### src/rtl/div128_64_pkg.sv
// div128_64_pkg: shared definitions for the sequential restoring divider.
//   state_t      : FSM encoding (IDLE / RUN / DONE)
//   DW_DEFAULT   : default divisor/remainder width (dividend/quotient are 2*DW)
//   CNTW_DEFAULT : default iteration counter width (2^CNTW must exceed 2*DW)
package div128_64_pkg;

  typedef enum logic [1:0] {
    ST_IDLE = 2'd0,
    ST_RUN  = 2'd1,
    ST_DONE = 2'd2
  } state_t;

  localparam int DW_DEFAULT   = 64;
  localparam int CNTW_DEFAULT = 8;

endpackage

### src/rtl/div128_64_div_step.sv
// div_step: one combinational restoring-division step.
//   p_in     in  DW+1  current partial remainder P
//   next_bit in  1     next dividend bit shifted into P
//   divisor  in  DW    divisor
//   p_out    out DW+1  next partial remainder P'
//   qbit     out 1     quotient bit produced by this step
module div_step
  import div128_64_pkg::*;
#(
  parameter int DW = DW_DEFAULT
) (
  input  logic [DW:0]   p_in,
  input  logic          next_bit,
  input  logic [DW-1:0] divisor,
  output logic [DW:0]   p_out,
  output logic          qbit
);

  logic [DW:0] t;

  // Shift the next dividend bit into P and subtract the divisor when it fits.
  // p_in[DW] is always 0 in a well-formed run (P < divisor); if it were set the
  // shifted value would exceed DW+1 bits, so the subtraction is mandatory.
  always_comb begin
    t = {p_in[DW-1:0], next_bit};
    if (p_in[DW] || (t >= {1'b0, divisor})) begin
      qbit  = 1'b1;
      p_out = t - {1'b0, divisor};
    end else begin
      qbit  = 1'b0;
      p_out = t;
    end
  end

endmodule

### src/rtl/div128_64.sv
// div128_64: sequential restoring divider, one quotient bit per clock.
//   clk       in  1     rising-edge clock
//   rst       in  1     asynchronous active-high reset
//   start     in  1     request, accepted only while busy=0
//   dividend  in  2*DW  sampled on the accepting edge
//   divisor   in  DW    sampled on the accepting edge
//   busy      out 1     operation in progress
//   done      out 1     one-cycle pulse, results valid
//   div_zero  out 1     divisor was zero (valid with done, held with results)
//   quotient  out 2*DW  held from done until the next accepted start
//   remainder out DW    held from done until the next accepted start
module div128_64
  import div128_64_pkg::*;
#(
  parameter int DW   = DW_DEFAULT,
  parameter int CNTW = CNTW_DEFAULT
) (
  input  logic              clk,
  input  logic              rst,
  input  logic              start,
  input  logic [2*DW-1:0]   dividend,
  input  logic [DW-1:0]     divisor,
  output logic              busy,
  output logic              done,
  output logic              div_zero,
  output logic [2*DW-1:0]   quotient,
  output logic [DW-1:0]     remainder
);

  localparam logic [CNTW-1:0] CNT_LAST = CNTW'(2*DW-1);
  localparam logic [CNTW-1:0] CNT_ONE  = {{(CNTW-1){1'b0}}, 1'b1};

  state_t              state;
  logic [2*DW-1:0]     s_reg;   // dividend shifting out, quotient shifting in
  logic [DW:0]         p_reg;   // partial remainder
  logic [DW-1:0]       dvs;     // latched divisor
  logic [CNTW-1:0]     cnt;
  logic [DW:0]         p_next;
  logic                qbit;

  div_step #(.DW(DW)) u_step (
    .p_in     (p_reg),
    .next_bit (s_reg[2*DW-1]),
    .divisor  (dvs),
    .p_out    (p_next),
    .qbit     (qbit)
  );

  // Control FSM, datapath registers and registered outputs.
  always_ff @(posedge clk or posedge rst) begin
    if (rst) begin
      state     <= ST_IDLE;
      s_reg     <= {(2*DW){1'b0}};
      p_reg     <= {(DW+1){1'b0}};
      dvs       <= {DW{1'b0}};
      cnt       <= {CNTW{1'b0}};
      busy      <= 1'b0;
      done      <= 1'b0;
      div_zero  <= 1'b0;
      quotient  <= {(2*DW){1'b0}};
      remainder <= {DW{1'b0}};
    end else begin
      case (state)
        ST_IDLE, ST_DONE: begin
          done <= 1'b0;
          if (start) begin
            s_reg    <= dividend;
            p_reg    <= {(DW+1){1'b0}};
            dvs      <= divisor;
            cnt      <= {CNTW{1'b0}};
            busy     <= 1'b1;
            div_zero <= 1'b0;
            state    <= ST_RUN;
          end else begin
            state <= ST_IDLE;
          end
        end
        ST_RUN: begin
          if (dvs == {DW{1'b0}}) begin
            // Zero divisor: finish on the first step edge; s_reg still holds
            // the untouched dividend, so its low half becomes the remainder.
            quotient  <= {(2*DW){1'b1}};
            remainder <= s_reg[DW-1:0];
            div_zero  <= 1'b1;
            busy      <= 1'b0;
            done      <= 1'b1;
            state     <= ST_DONE;
          end else begin
            s_reg <= {s_reg[2*DW-2:0], qbit};
            p_reg <= p_next;
            cnt   <= cnt + CNT_ONE;
            if (cnt == CNT_LAST) begin
              quotient  <= {s_reg[2*DW-2:0], qbit};
              remainder <= p_next[DW-1:0];
              busy      <= 1'b0;
              done      <= 1'b1;
              state     <= ST_DONE;
            end else begin
              state <= ST_RUN;
            end
          end
        end
        default: begin
          busy  <= 1'b0;
          done  <= 1'b0;
          state <= ST_IDLE;
        end
      endcase
    end
  end

endmodule

### config.mk
export PLATFORM = sky130hd
export DESIGN_NAME = div128_64
export DESIGN_NICKNAME = d
export VERILOG_FILES = /design/src/rtl/div128_64_pkg.sv /design/src/rtl/div128_64_div_step.sv /design/src/rtl/div128_64.sv
export SDC_FILE = /design/constraint.sdc
export NUM_CORES = 1
export LEC_CHECK = 0
export ABC_AREA = 1
export CAP_MARGIN = 10
export CELL_PAD_IN_SITES_DETAIL_PLACEMENT = 1
export CELL_PAD_IN_SITES_GLOBAL_PLACEMENT = 1
export CORE_MARGIN = 3
export CORE_UTILIZATION = 40
export DETAILED_ROUTE_END_ITERATION = 16
export HOLD_SLACK_MARGIN = 0.03
export PLACE_DENSITY = 0.93
export SYNTH_ARGS = -nofsm -noshare
export SYNTH_HDL_FRONTEND = slang
export SYNTH_SLANG_ARGS = --single-unit
### constraint.sdc
create_clock -name clk -period 18.3 [get_ports clk]
set_input_delay 3.66 -clock clk [delete_from_list [all_inputs] [get_ports clk]]
set_output_delay 3.66 -clock clk [all_outputs]
set_load 0.02 [all_outputs]
=== Word level (Yosys, flattened, before mapping) ===
Cells that the tools add are included.

* $add $sub $neg: 2
* Order comparisons: 1
* Equality and inequality tests: 7
* Mux-type cells: 29
* Reductions and logical operators: 11

{| class="wikitable"
|+ Operators with widths
! operator !! count
|-
| 128-bit 2-to-1 mux || 4
|-
| 128-bit one-hot mux with 2 select lines || 1
|-
| 65-bit 2-to-1 mux || 3
|-
| 65-bit one-hot mux with 2 select lines || 1
|-
| 64-bit 2-to-1 mux || 2
|-
| 65-bit by 64-bit >= comparator with 1-bit output || 1
|-
| 65-bit by 64-bit subtractor with 65-bit output || 1
|-
| 64-bit zero test || 1
|-
| 8-bit 2-to-1 mux || 2
|-
| 8-bit one-hot mux with 2 select lines || 1
|-
| 1-bit 2-to-1 mux || 10
|-
| 8-bit by 1-bit adder with 8-bit output (second input constant) || 1
|-
| 8-bit by 7-bit == test with 1-bit output (second input constant) || 1
|-
| 2-bit != test (second input constant) || 3
|-
| 2-bit AND reduction || 3
|-
| 3-bit AND reduction || 2
|-
| 2-bit 2-to-1 mux || 2
|-
| 1-bit one-hot mux with 2 select lines || 2
|-
| 2-bit one-hot mux with 2 select lines || 1
|-
| 2-bit nonzero test || 2
|-
| 3-bit != test (second input constant) || 1
|-
| 2-bit by 1-bit == test with 1-bit output (second input constant) || 1
|-
| 2-bit == test (second input constant) || 1
|-
| 2-bit zero test || 1
|-
| other kinds (2) || 2
|}

* Register bits: 462
* Output and inout bits: 195

=== Depth between registers and ports, before layout ===
Gate-level depths: netlist of run 1.

* Depth after elaboration: 5
* Mapped depth: 20
* Mapped depth without buffers: 20

=== By module ===
From an unflattened synthesis of run 1, not the netlist that was laid out.

* Cells, all modules: 4399
* Area total of the unflattened synthesis: 28623.7 µm²

{| class="wikitable"
|+ By module, submodules not included
! module !! instances !! cells an instance !! area each (µm²) !! seq. area each (µm²)
|-
| div128_64 || 1 || 2725 || 21085.2 || 11561.1
|-
| div_step || 1 || 1674 || 7538.5 || 0.0
|}

=== Worst setup path before layout of run 1 ===
OpenSTA, ideal clock, no wires.

* Path type: input to register
* Start: in start
* End: reg dvs[10]
* Arrival: 4.829 ns
* Data required time: 18.217 ns
* Setup slack: 13.388 ns
* Stages on the path: 7
* Path buffers: 3
* Cell sequence: nand2_1 > inv_1 > clkbuf_1 > buf_1 > clkbuf_1 > nand2_1 > o21ai_0

* Cells in the longest elaborated chain, start to end: 1

{| class="wikitable"
|+ Ends and longest elaborated chain
! what !! line !! RTL
|-
| from (decl) || div128_64.sv:20 || <nowiki>input logic start,</nowiki>
|-
| 2-bit AND reduction (no line) || n/a ||
|-
| to (signal assigned) || div128_64.sv:55 || <nowiki>dvs <= {DW{1'b0}};</nowiki>
|-
| to (signal assigned) || div128_64.sv:69 || <nowiki>dvs <= divisor;</nowiki>
|-
| to (decl) || div128_64.sv:36 || <nowiki>logic [DW-1:0] dvs;</nowiki>
|}

Every way passes these cells.
A chain may end at the register's enable or synchronous reset.

=== Worst setup path in the final report of run 1 ===
* Start: in start
* End: reg s_reg[86]

* Cells in the longest elaborated chain, start to end: 2

{| class="wikitable"
|+ Ends and longest elaborated chain
! what !! line !! RTL
|-
| 2-bit != test (no line) || n/a ||
|-
| 3-bit AND reduction (no line) || n/a ||
|-
| to (signal assigned) || div128_64.sv:53 || <nowiki>s_reg <= {(2*DW){1'b0}};</nowiki>
|-
| to (signal assigned) || div128_64.sv:67 || <nowiki>s_reg <= dividend;</nowiki>
|-
| to (signal assigned) || div128_64.sv:89 || <nowiki>s_reg <= {s_reg[2*DW-2:0], qbit};</nowiki>
|-
| to (decl) || div128_64.sv:34 || <nowiki>logic [2*DW-1:0] s_reg;</nowiki>
|}

Every way passes these cells.

==> flow_summary_export.csv, run 1 <==
group,metric,value,unit
timing,setup_violations,0,
floorplanning,core_region_area,65160,µm²
layout,fillCellCount,8279,
floorplanning,ios,390,
layout,multiInputGateArea,12460,µm²
clock_network,cts_tree,"done",
timing,slew_viol_final,0,
grt,grt_usage,30.19,%
clock_network,cts.sinks,462,
routing,drc_errors,0,
routing,drtPass1Iterations,5,
timing,relSlewSlack,25.95,%
routing,post_drt_via_cell_ratio,5.381,
min_path,holdCritPathClass,"flop to flop",
floorplanning,start_util,40.83,%
timing,tightest_slew,1.111,ns
power,power_density,68.14,nW/µm²
power,total_power,2.240,mW
run,cap_violations,0,
timing,max_freq,146.2,MHz
power,leakage,17.11,nW
worst_setup_path,end_kind,"flop",
timing,rsz0062_at_grt,"false",
routing,ant_nets,0,
place,post_dp_cell_area,31000,µm²
logic_synthesis,synth_cell_types,37,
routing,routedWlPerCell,21.38,µm
floorplanning,row_count,93,
timing,clock_skew,0.02131,ns
clock_network,clkTransAtPathRegs,0.07,ns
grt,grt_max_degree,188,
logic_synthesis,yosys.area.top_type,"dfrtp_1",
layout,finalNetCount,4418,
place,port_buffers,389,
logic_synthesis,ys_seq_area_share,43.45,%
clock_network,hold_buffers,0,
clock_network,cts_resized,0,
timing,hold_violations,0,
logic_synthesis,synth_edf_count,0,
logic_synthesis,synth_flop_cell,"dfrtp_1",
place,place_congestion,0.9600,
worst_setup_path,cp.required,18.83,ns
logic_synthesis,ys_warn_count,0,
grt,grt_pass1_vias,28190,
routing,drt_iter0_drc,2391,
logic_synthesis,synthTopCellsByArea,"dfrtp_1 43%, nand2_1 23%, inv_1 6.8%",
logic_synthesis,yosys.area.top_type_share,43.45,%
routing,vias,27260,
routing,wl,108.3,mm
logic_synthesis,ys_async_sr_fraction,100.0,%
logic_synthesis,synthCells,3869,
layout,drive_gt1_share,3.644,%
worst_setup_path,worst_ep_arrival_time,7.37,ns
layout,syn2layout_area_growth,23.56,%
clock_network,htree_levels,2,
logic_synthesis,synth_seq_cells,462,
place,post-dp-hpwl,77.69,mm
clock_network,root_buffer,"clkbuf_16",
clock_network,cts_setup_buffers,0,
clock_network,worstSkewPairLatency,0.63,ns
power,peakVddDrop,0.00007289,V
clock_network,cts_buffer_depth,3,
timing,fin_crit,6.841,ns
timing,whs,0.4797,ns
floorplanning,die_area,69650,µm²
worst_setup_path,cp-start-kind,"input port",
layout,fin_area,32880,µm²
worst_setup_path,critPathKind,"input port to flop",
clock_network,cts_buffers,51,
floorplanning,die_y,263.9,µm
run_status,outcome,"finished clean",
timing,finalCritPeriodShare,37.38,%
floorplanning,fp.dieW,263.9,µm
grt,antenna_found_initial,14,
timing,tns,0,ns
logic_synthesis,synth_area_per_cell,6.877,µm²
logic_synthesis,syn_nets,4130,
grt,grt-ovfl-total,0,
worst_setup_path,worstPathMaxFanout,99,
grt,grt_pass1_wl,166.3,mm
layout,regArea,11560,µm²
logic_synthesis,syn_area,26610,µm²
## cell families (layout without fill, tap and decap cells)
family | after synthesis | in the layout | share of synthesized area, %
and+or+nand+nor | 2125 | 2125 | 31.77
buffers and inverters | 664 | 994 | 9.856
AOI/OAI and AO/OA | 520 | 520 | 10.74
DFF | 462 | 462 | 43.45
adders and majority gates | 66 | 66 | 3.132
xor gates and xnor gates | 32 | 32 | 1.053
other | 0 | 12 | 0
## power by group
| group | internal (mW) | switching [mW] | total (mW) |
|---|---|---|---|
| Clock | 0.673 | 0.478 | 1.15 |
| Combinational | 0.0368 | 0.0301 | 0.0670 |
| Sequential | 1.02 | 0 | 1.02 |
| Total | 1.73 | 0.509 | 2.24 |
## final timing paths
path / startpoint / endpoint / slack [ns] / cells past startpoint
min: remainder[39] / remainder[39] / 0.48 / 2
max in group asynchronous: rst / s_reg[59] / 12.24 / 4
max: start / s_reg[86] / 11.46 / 7
min reg2reg: remainder[39] / remainder[39] / 0.48 / 2
min in group asynchronous: rst / s_reg[16] / 3.71 / 2
max reg2reg: dvs[62] / s_reg[86] / 12.57 / 11
## cells in the mapped netlist, types with 2 or more instances
| cell | n |
|---|---|
| a21oi_1 | 117 |
| a31oi_1 | 63 |
| and2_1 | 3 |
| and3_1 | 6 |
| buf_1 | 14 |
| buf_2 | 23 |
| buf_6 | 12 |
| clkbuf_1 | 124 |
| dfrtp_1 | 462 |
| ha_1 | 65 |
| inv_1 | 482 |
| inv_2 | 7 |
| nand2_1 | 1609 |
| nand2_2 | 14 |
| nand3_1 | 190 |
| nand3b_1 | 4 |
| nand4_1 | 15 |
| nor2_1 | 235 |
| nor2_2 | 9 |
| nor2_4 | 2 |
| nor3_1 | 15 |
| nor3_2 | 2 |
| nor4_1 | 18 |
| o211ai_1 | 64 |
| o21ai_0 | 261 |
| o21ai_1 | 9 |
| o21bai_1 | 2 |
| o31ai_1 | 3 |
| xor2_1 | 31 |
## layer usage
layer | vias up | share of wire [%] | track usage, % | routed length, µm
met3 | 237 | 6.1 | 5.150 | 6553
li1 | 12650 | - | - | -
met4 | 6 | 4.2 | 11.51 | 4505
met1 | 13540 | 42 | 38.48 | 45130
met2 | 823 | 48 | 51.29 | 52070
met5 | - | 0.035 | 0 | 38
## layout by cell type, fill, tap and decap left out, types with 12 or more instances in the layout
cell             instances
nor4_1                  18
clkdlybuf4s50_1        389
inv_1                  477
a21oi_1                117
o211ai_1                64
o21ai_0                261
clkbuf_8                12
ha_1                    65
clkbuf_16               52
dfrtp_1                462
nand2_2                 15
nand2_1               1605
nand3_1                190
nor3_1                  15
nand4_1                 15
xor2_1                  31
a31oi_1                 63
diode_2                 12
nor2_1                 234
buf_4                   19
## through the flow
step	instances	worst slack, ns	utilization (%)
after floorplan	3869	1.758	-
after global routing	5064	11.23	50.45
final	5066	11.46	50.45
after global placement	4959	11.23	47.58
after CTS	5054	11.51	50.41
after detailed placement	4959	10.97	47.58
## worst max-delay path, stage by stage
cell	delay [ns]
clkdlybuf4s50_1	0.48
nand2_1	0.29
nand2_4	0.69
buf_4	0.86
buf_4	0.87
nor2_1	0.16
a31oi_1	0.25
## area by class of cell
type / count / area share [%]
Sequential cell: 462 / 35.17
Clock inverter: 22 / 1.039
Clock buffer: 73 / 4.563
Multi-Input combinational cell: 2743 / 37.91
Inverter: 490 / 5.644
Tap cell: 855 / 3.254
Timing Repair Buffer: 409 / 12.34
Antenna cell: 12 / 0.09134
No activity file was read; power rests on OpenSTA's default activity.
==> run 2: changes to the inputs <==
--- a/config.mk
+++ b/config.mk
@@ -10,10 +10,10 @@
 export CELL_PAD_IN_SITES_DETAIL_PLACEMENT = 1
 export CELL_PAD_IN_SITES_GLOBAL_PLACEMENT = 1
 export CORE_MARGIN = 3
-export CORE_UTILIZATION = 40
+export CORE_UTILIZATION = 36
 export DETAILED_ROUTE_END_ITERATION = 16
 export HOLD_SLACK_MARGIN = 0.03
-export PLACE_DENSITY = 0.93
+export PLACE_DENSITY = 0.89
 export SYNTH_ARGS = -nofsm -noshare
 export SYNTH_HDL_FRONTEND = slang
 export SYNTH_SLANG_ARGS = --single-unit
==> constraint.sdc (replaced) <==
create_clock -name clk -period 5.8 [get_ports clk]
set_input_delay 1.16 -clock clk [delete_from_list [all_inputs] [get_ports clk]]
set_output_delay 1.16 -clock clk [all_outputs]
set_load 0.02 [all_outputs]
==> run 2 against run 1 <==
  * Combinational power grew to 3.2 times the previous value
  * Worst hold slack got worse by 0.0045 ns
  * Highest routed layer is now met4
  * Die area is 11% higher
  * Clock-buffer cell count down 5
  * Worst setup slack lost 9.2 ns
  * Via count down 1.8%
  * Global-route usage is 3.6 points lower
  * Sequential power grew to 3.2 times the previous value
  * Critical path type is now flop to flop
  * Clock power rose to 3.1 times the previous value
  * Final area rose by 0.59%
  * Largest cell class unchanged
  * Core utilization fell by 5.2 points
==> flow_summary_export.csv, run 2 (synthesis gave the netlist of run 1 again) <==
group,metric,value,unit
run_status,outcome,"finished clean",
worst_setup_path,slowest_stage,"ha_1",
floorplanning,start_util,36.41,%
routing,drt_iter0_drc,1904,
worst_setup_path,cp_cell_sequence,"inv_1 > ha_1 > nand2_1 > nor2_1 > nand2_1 > nor2_2 > nand2_1 > o21ai_1 > nor2_4 > nand2_4 > buf_4 > nand2_1 > nand3_1 > nand2_1 > nand2_1",
grt,grt_pass1_wl,161.9,mm
timing,finalWorstSetupSlack,2.278,ns
min_path,holdCritPathClass,"flop to flop",
timing,tightest_slew,1.179,ns
routing,vias,26770,
clock_network,cts_resized,0,
place,port_buffers,389,
clock_network,cts_buffers,52,
clock_network,cts_tree,"done",
timing,slew_viol_final,0,
routing,wl,104.6,mm
place,place_congestion,1.016,
clock_network,root_buffer,"clkbuf_16",
clock_network,cts_buffer_depth,3,
timing,hold_violations,0,
timing,max_freq,283.9,MHz
worst_setup_path,worstPathMaxFanout,26,
floorplanning,ios,390,
clock_network,cts_setup_buffers,0,
clock_network,hold_buffers,0,
grt,grt_pass1_vias,27630,
clock_network,worstSkewPairLatency,0.62,ns
layout,layout.cells.most_common,"nand2_1",
worst_setup_path,max_stage_delay,0.41,ns
layout,syn2layout_area_growth,24.29,%
grt,grt-ovfl-total,0,
routing,post_drt_via_cell_ratio,5.182,
grt,grt_usage,26.58,%
worst_setup_path,cp_top_family,"simple AND/OR/NAND/NOR gates",
floorplanning,row_count,99,
timing,finalCritPeriodShare,60.73,%
timing,whs,0.4752,ns
worst_setup_path,cp-start-kind,"flop",
floorplanning,fp.dieW,277.9,µm
clock_network,clkTransAtPathRegs,0.06,ns
timing,relSlewSlack,21.39,%
run,cap_violations,0,
clock_network,htree_levels,2,
floorplanning,die_area,77210,µm²
power,power_density,209.9,nW/µm²
worst_setup_path,cp.required,6.34,ns
grt,antenna_found_initial,2,
power,total_power,6.943,mW
worst_setup_path,worst-path-buf-inv,2,
place,post-dp-hpwl,77.48,mm
layout,finalNetCount,4427,
timing,fin_crit,3.522,ns
layout,fillCellCount,9252,
layout,drive_gt1_share,3.829,%
worst_setup_path,end_kind,"flop",
worst_setup_path,worst_ep_arrival_time,4.06,ns
worst_setup_path,critPathKind,"flop to flop",
timing,rsz0062_at_grt,"false",
routing,routedWlPerCell,20.24,µm
worst_setup_path,cpMostUsedCell,"nand2_1",
place,post_dp_cell_area,31270,µm²
power,peakVddDrop,0.0002067,V
floorplanning,core_region_area,73080,µm²
timing,clock_skew,0.01921,ns
layout,fin_area,33070,µm²
power,leakage,17.14,nW
place,dpl_worst_slack,2.235,ns
grt,grt_max_degree,265,
layout,mostFrequentLayoutCells,"1605 x nand2_1, 477 x inv_1, 462 x dfrtp_1",
clock_network,cts.sinks,462,
timing,setup_violations,0,
routing,drtPass1Iterations,5,
floorplanning,die_y,277.9,µm
routing,drc_errors,0,
routing,ant_nets,0,
run 2: final timing paths:
check	slack [ns]	to	cells after the start	startpoint
setup / recovery	2.28	remainder[32]	15	dvs[40]
hold / removal	0.48	remainder[8]	2	remainder[8]
setup reg to reg	2.28	remainder[32]	15	dvs[40]
hold reg to reg	0.48	remainder[8]	2	remainder[8]
max in group asynchronous	3.40	dvs[4]	3	rst
min in group asynchronous	1.13	quotient[12]	2	rst
run 2: stage by stage:
stage               util [%]  instances  setup TNS, ns
floorplan                  -       3869        -745.19
finish                 45.25       5167              0
detailed placement     42.79       5071              0
global route           45.25       5166              0
global placement       42.79       5071              0
CTS                    45.24       5164              0
run 2: area by class of cell:
class / count / area (µm²) / share of cell area (%)
multi-input combinational: 2743 / 12460 / 37.67
clock inverter: 25 / 326.6 / 0.9875
sequential: 462 / 11560 / 34.96
clock buffer: 68 / 1463 / 4.423
antenna: 3 / 7.507 / 0.02270
tap: 959 / 1200 / 3.628
inverter: 490 / 1852 / 5.599
timing repair buffer: 417 / 4204 / 12.71
run 2: worst min-delay path, cell delays in order (launching register included):
cell     delay, ns
dfrtp_1       0.34
nand2_1       0.05
nand2_1       0.05
run 2: routing by layer:
metal | global-route usage [%] | part of all wire [%]
met3 | 3.611 | 5.5
met1 | 35.53 | 44
met4 | 9.016 | 3.8
met2 | 44.38 | 47
met5 | 0 | 0
run 2: report_power, final:
group          switching, mW  internal [mW]
registers                  0           3.22
clock network           1.46           2.05
logic                 0.0914          0.120
